### config.mk
export PLATFORM = sky130hd
export DESIGN_NAME = uart_rx_sampler
export DESIGN_NICKNAME = d
export VERILOG_FILES = /design/src/rtl/uart_rx_sampler.sv
export SDC_FILE = /design/constraint.sdc
export NUM_CORES = 1
export LEC_CHECK = 0
export CELL_PAD_IN_SITES_DETAIL_PLACEMENT = 1
export CELL_PAD_IN_SITES_GLOBAL_PLACEMENT = 2
export CORE_ASPECT_RATIO = 0.7
export CORE_MARGIN = 3
export CORE_UTILIZATION = 41
export CTS_CLUSTER_DIAMETER = 60
export DETAILED_ROUTE_END_ITERATION = 6
export PLACE_DENSITY_LB_ADDON = 0.05
export SLEW_MARGIN = 20
export SYNTH_ARGS = -nofsm -noshare
export SYNTH_HDL_FRONTEND = slang
export SYNTH_SLANG_ARGS = --single-unit
### constraint.sdc
create_clock -name clk -period 3.55 [get_ports clk]
set_input_delay 0.71 -clock clk [delete_from_list [all_inputs] [get_ports clk]]
set_output_delay 0.71 -clock clk [all_outputs]
set_load 0.005 [all_outputs]
### src/rtl/uart_rx_sampler.sv
`timescale 1ns/1ps
// 8N1 UART receiver: 2-FF input synchroniser, mid-bit sampling FSM and a
// single-entry valid/ready output register with framing/overrun pulses.
module uart_rx_sampler #(
    parameter int CLKS_PER_BIT = 434
) (
    input  logic       clk,
    input  logic       nrst,
    input  logic       rxd,
    output logic [7:0] rx_data,
    output logic       rx_valid,
    input  logic       rx_ready,
    output logic       framing_err,
    output logic       overrun,
    output logic       busy
);
    localparam int HALF        = CLKS_PER_BIT / 2;
    localparam int CNT_W       = $clog2(CLKS_PER_BIT);
    localparam int SYNC_STAGES = 2;
    localparam logic [CNT_W-1:0] HALF_LAST = CNT_W'(HALF - 1);
    localparam logic [CNT_W-1:0] BIT_LAST  = CNT_W'(CLKS_PER_BIT - 1);

    typedef enum logic [2:0] {S_IDLE, S_START, S_DATA, S_STOP, S_BREAK} state_t;

    state_t           state_reg, state_next;
    logic [CNT_W-1:0] cnt_reg;
    logic [2:0]       bit_idx_reg;
    logic [7:0]       shift_reg;
    logic [7:0]       rx_data_reg;
    logic             rx_valid_reg;
    logic             framing_err_reg;
    logic             overrun_reg;
    logic             busy_reg;

    logic [SYNC_STAGES:0] sync_tap;
    logic                 rxd_s;
    logic                 at_half, at_bit;
    logic                 cnt_clr, shift_en, stop_good, stop_bad;

    // Flops idle high so reset never looks like a start bit.
    assign sync_tap[0] = rxd;
    genvar gi;
    generate
        for (gi = 0; gi < SYNC_STAGES; gi++) begin : g_sync
            logic stage_reg;
            always_ff @(posedge clk or negedge nrst) begin
                if (!nrst) stage_reg <= 1'b1;
                else       stage_reg <= sync_tap[gi];
            end
            assign sync_tap[gi+1] = stage_reg;
        end
    endgenerate
    assign rxd_s = sync_tap[SYNC_STAGES];

    assign at_half = (cnt_reg == HALF_LAST);
    assign at_bit  = (cnt_reg == BIT_LAST);

    always_ff @(posedge clk or negedge nrst) begin
        if (!nrst) state_reg <= S_IDLE;
        else       state_reg <= state_next;
    end

    always_comb begin
        state_next = state_reg;
        case (state_reg)
            S_IDLE:  if (!rxd_s) state_next = S_START;
            S_START: if (at_half) state_next = rxd_s ? S_IDLE : S_DATA;
            S_DATA:  if (at_bit && bit_idx_reg == 3'd7) state_next = S_STOP;
            S_STOP:  if (at_bit) state_next = rxd_s ? S_IDLE : S_BREAK;
            S_BREAK: if (rxd_s) state_next = S_IDLE;
            default: state_next = S_IDLE;
        endcase
    end

    // Counter restarts at every sample point so later samples land CLKS_PER_BIT apart.
    always_comb begin
        cnt_clr   = 1'b1;
        shift_en  = 1'b0;
        stop_good = 1'b0;
        stop_bad  = 1'b0;
        case (state_reg)
            S_START: cnt_clr = at_half;
            S_DATA: begin
                cnt_clr  = at_bit;
                shift_en = at_bit;
            end
            S_STOP: begin
                cnt_clr   = at_bit;
                stop_good = at_bit && rxd_s;
                stop_bad  = at_bit && !rxd_s;
            end
            default: ;
        endcase
    end

    always_ff @(posedge clk or negedge nrst) begin
        if (!nrst) begin
            cnt_reg         <= '0;
            bit_idx_reg     <= '0;
            shift_reg       <= '0;
            rx_data_reg     <= '0;
            rx_valid_reg    <= 1'b0;
            framing_err_reg <= 1'b0;
            overrun_reg     <= 1'b0;
            busy_reg        <= 1'b0;
        end else begin
            cnt_reg         <= cnt_clr ? '0 : cnt_reg + CNT_W'(1);
            framing_err_reg <= stop_bad;
            overrun_reg     <= 1'b0;
            busy_reg        <= (state_next != S_IDLE);
            if (shift_en) begin
                shift_reg   <= {rxd_s, shift_reg[7:1]};
                bit_idx_reg <= bit_idx_reg + 3'd1;
            end
            // A delivery coinciding with acceptance replaces the old byte.
            if (stop_good && (!rx_valid_reg || rx_ready)) begin
                rx_data_reg  <= shift_reg;
                rx_valid_reg <= 1'b1;
            end else begin
                if (stop_good) overrun_reg <= 1'b1;
                if (rx_valid_reg && rx_ready) rx_valid_reg <= 1'b0;
            end
        end
    end

    assign rx_data     = rx_data_reg;
    assign rx_valid    = rx_valid_reg;
    assign framing_err = framing_err_reg;
    assign overrun     = overrun_reg;
    assign busy        = busy_reg;
endmodule

Word level (Yosys, flattened, before mapping)
Cells that the tools add are included.
{"block": "totals", "latch_bits": 0, "mem_bits_rw": 0, "romBits": 0, "n_memories": 0, "ff_bits": 37}
{"block": "classes", "magnitude_cmp": 0, "n_eq_ne": 7, "div_mod_pow": 0, "mux": 17, "n_reduce_logical": 12, "shift": 0, "n_mul": 0, "n_addsub": 2, "bitwise": 0}
{"cell": "2-to-1 mux 3 bit", "count": 6}
{"cell": "one-hot mux 3 bit (5 select lines)", "count": 1}
{"cell": "adder 9 x 1 -> 9 bit, second input constant", "count": 1}
{"cell": "== test 9 x 8 -> 1 bit, second input constant", "count": 1}
{"cell": "== test 9 bit, second input constant", "count": 1}
{"cell": "2-to-1 mux 9 bit", "count": 1}
{"cell": "2-to-1 mux 1 bit", "count": 7}
{"cell": "== test 3 x 2 -> 1 bit, second input constant", "count": 2}
{"cell": "== test 3 bit, second input constant", "count": 2}
{"cell": "logical AND 1 bit", "count": 5}
{"cell": "adder 3 x 1 -> 3 bit, second input constant", "count": 1}
{"cell": "== test 3 x 1 -> 1 bit, second input constant", "count": 1}
{"cell": "zero test 3 bit", "count": 1}
{"cell": "nonzero test 3 bit", "count": 1}
{"cell": "zero test 1 bit", "count": 2}
{"cell": "2-to-1 mux 2 bit", "count": 1}
{"cell": "one-hot mux 1 bit (2 select lines)", "count": 1}
{"cell": "nonzero test 2 bit", "count": 1}
{"cell": "OR reduction 2 bit", "count": 1}
{"cell": "logical OR 1 bit", "count": 1}

Logic depth before layout (Yosys ltp)
{"block": "logic_depth", "depth_word": 5, "depth_mapped": 7, "depth_no_buf": 6}

Least setup slack after synthesis
OpenSTA, ideal clock, no wires.
{"block": "synth_timing", "path_kind": "register to register", "startpoint": "register cnt_reg[1]", "endpoint": "register rx_data_reg[0], in the netlist rx_data[0]", "setup_ns": 0.125, "slack_ns": 1.804, "path_stages_with_launch": 8, "t_required_ns": 3.425, "arrival_time_ns": 1.622, "path_cell_list": "dfrtp_1 -> inv_1 -> ha_1 -> nand4b_4 -> nor3_1 -> and3_1 -> buf_6 -> mux2_2"}
{"block": "synth_between", "elab_chain_len": 4}
{"element": "start: declaration", "line": "26", "source": "logic [CNT_W-1:0] cnt_reg;"}
{"element": "start signal: assignment", "line": "107", "source": "cnt_reg <= cnt_clr ? '0 : cnt_reg + CNT_W'(1);"}
{"element": "== test 9 bit", "line": "56", "source": "assign at_bit = (cnt_reg == BIT_LAST);"}
{"element": "logical AND 1 bit", "line": "89", "source": "stop_good = at_bit && rxd_s;"}
{"element": "2-to-1 mux 1 bit", "line": "81", "source": "case (state_reg)"}
{"element": "logical AND 1 bit", "line": "116", "source": "if (stop_good && (!rx_valid_reg || rx_ready)) begin"}
{"element": "end signal: assignment", "line": "117", "source": "rx_data_reg <= shift_reg;"}
{"element": "end: declaration", "line": "29", "source": "logic [7:0] rx_data_reg;"}
Every way passes these cells.
A chain may end at the register's enable or synchronous reset.

Final worst setup path
{"block": "layout_timing", "startpoint": "register cnt_reg[1]", "endpoint": "register rx_data_reg[3], in the netlist rx_data[3]"}
Same word-level chain as after synthesis.

==> run metrics <==
crit path DAT 2.26 ns; status finished clean; row count 18; Critical Path Sink Type flop; GRT overflow 0; FF/Latch Area 928 sq um; CTS Buffer Depth 2; pwr/cell area 370 nW/um^2; share of the yosys chip area belonging to registers 54.9%; num ports 16; CTS tree built; first-pass GRT wire length 5.17 mm; WL/cell 14.8 um; number of synthesized flops with an enable pin 0; clock skew 0.0101 ns; Hold-fix buffers, CTS 0; RSZ-0062 raised after global routing no; Leak Pwr 0.914 nW; Setup Buffers After CTS 0; height of the die 59.7 um; Synth Register Bits 37; FMAX 475 MHz; max reg flops 9; TritonRoute pass-1 iters 4; DRT iter0 DRCs 40; Layout Area Growth over Synthesis 15.4%; setup violators final 0; syn avg cell area 12.7 sq um; Avg Vias per Cell 4.94; clock root buffer clkbuf_8; compound-gate portion of the synthesized area 4.74%; Final Util 52.2%; # port buffers 15; most frequent cell after synthesis dfrtp_1; Total Routing Usage GR 14.4%; vias in the first global route 1103; worst slack, placed 1.35 ns; gpl congestion 0.790; DRC errors left 0; Max Slew Vio Count 0; most instantiated cells after synthesis dfrtp_1, mux2_2, nor2_1; Final period util 59.3%; Die ar. 4940 sq um; Post-synth ARST share 100%; min setup slack post-route 1.44 ns; area of the multi-input gates 713 sq um; Synthesized Nets 142; Yosys warning count 0; largest family of logic cells by synthesized area simple AND/OR/NAND/NOR gates; initial core utilization 45.2%; largest net degree at the start of global routing 38; Clock transition at path regs 0.06 ns; normalized max-slew margin 47.8%; placed cell count 195; Synth Instances 133; Cell Count, Final, Fillers Out 202; Hold Path Depth 0; Setup CP Type flop to flop; H-tree depth 2; Startpoint Class flop; Hold Path Class flop to flop; Non-Filler Cell Area, Final 1950 sq um; WL final 2.98 mm; Final Power 722 uW; width of the chip 82.7 um; Unique masters post-synth 33; nets 161; path depth of the worst reg2reg path 6; Tmin final 2.11 ns; clock latency on the worst-skew pair 0.28 ns; max_cap viols 0; Synth Area in XOR/XNOR 4.15%; Worst Tran Pin Value 0.783 ns; initial antenna violation count 0; Synth Area in Simple Gates 17.6%; fraction of layout cells with a size suffix above 1 25.0%; Num CTS Buffers 5; ys flop type dfrtp_1; ranking of synthesized cells by area dfrtp_1, mux2_2, ha_1; post-synthesis mux area share 12.0%; endpoints failing hold 0; fillcell total 398; cell area after synthesis 1690 sq um; Peak VDD IR 0.000196 V; Vias 997; adder-cell share of the synthesized area 3.70%; Min Hold Slack 0.357 ns; Area after DPL 1860 sq um; Yosys top cell area share 51.8%; remaining antenna violation count 0; Core Area 3740 sq um; Critical Path RT 3.71 ns; antenna cells 0; CTS Sinks 37; worst-path maximum fanout 8; cell taking the most area after synthesis dfrtp_1; Post-DP HPWL 2.23 mm; Total Neg Setup Slack 0 ns; post_cts resized 0
routing by layer:
metal,global-route usage [%],vias to the layer above,routed length (um)
met1,20.6,492,1500
met2,21.2,12,1370
met3,4.07,2,92
met5,0,-,0
li1,-,491,-
met4,4.90,0,17
critical path, stage by stage (launching register included):
cell      delay [ns]
dfrtp_1         0.41
inv_1           0.09
ha_1            0.21
nand4b_4        0.15
nor3_1          0.31
and3_1          0.43
mux2_2          0.39
cell families (layout without fill, tap and decap cells):
kind of cell / count (synthesis) / in the layout
buffers and inverters: 7 / 26
and+or+nand+nor: 48 / 48
adders and majority gates: 5 / 5
xor gates and xnor gates: 8 / 8
AOI/OAI and AO/OA: 10 / 10
muxes: 18 / 18
DFF: 37 / 37
placed cells by master, fill, tap and decap left out, drive strengths merged:
master / synthesis / final
a2111o: 1 / 1
a211o: 1 / 1
a211oi: 1 / 1
a21oi: 4 / 4
a2bb2oi: 1 / 1
and2: 2 / 2
and3: 1 / 1
buf: 3 / 1
clkbuf: 0 / 7
clkdlybuf4s50: 0 / 14
dfrtp: 35 / 35
dfstp: 2 / 2
ha: 5 / 5
inv: 4 / 4
mux2: 18 / 18
nand2: 6 / 6
nand2b: 2 / 2
nand3: 7 / 7
nand3b: 2 / 2
nand4: 1 / 1
nand4b: 1 / 1
nand4bb: 1 / 1
nor2: 16 / 16
nor2b: 1 / 1
nor3: 3 / 3
nor4: 1 / 1
nor4b: 1 / 1
o21ba: 1 / 1
o31ai: 1 / 1
or2b: 2 / 2
or3: 1 / 1
xnor2: 6 / 6
xor2: 2 / 2
worst paths after layout:
check                                         startpoint                       endpoint  slack [ns]
min reg2reg                g_sync[0].stage_reg$_DFF_PN1_  g_sync[1].stage_reg$_DFF_PN1_        0.36
max in group asynchronous                           nrst       shift_reg[4]$_DFFE_PN0P_        2.54
min in group asynchronous                           nrst           cnt_reg[7]$_DFF_PN0_        0.50
min                        g_sync[0].stage_reg$_DFF_PN1_  g_sync[1].stage_reg$_DFF_PN1_        0.36
max                                 cnt_reg[1]$_DFF_PN0_         rx_data[3]$_DFFE_PN0P_        1.44
max reg2reg                         cnt_reg[1]$_DFF_PN0_         rx_data[3]$_DFFE_PN0P_        1.44
power by group:
group / switching (mW) / total [mW] / internal (mW)
registers: 0.00175 / 0.425 / 0.424
clock network: 0.132 / 0.286 / 0.154
logic: 0.00776 / 0.0104 / 0.00265
area by class of cell:
| cell class | instances | share of cell area [%] |
|---|---|---|
| Clock buffer | 7 | 4.43 |
| Inverter | 4 | 0.770 |
| Multi-Input combinational cell | 89 | 36.6 |
| Sequential cell | 37 | 47.6 |
| Tap cell | 50 | 3.21 |
| Timing Repair Buffer | 15 | 7.44 |
(Power assumes the default switching activity.)
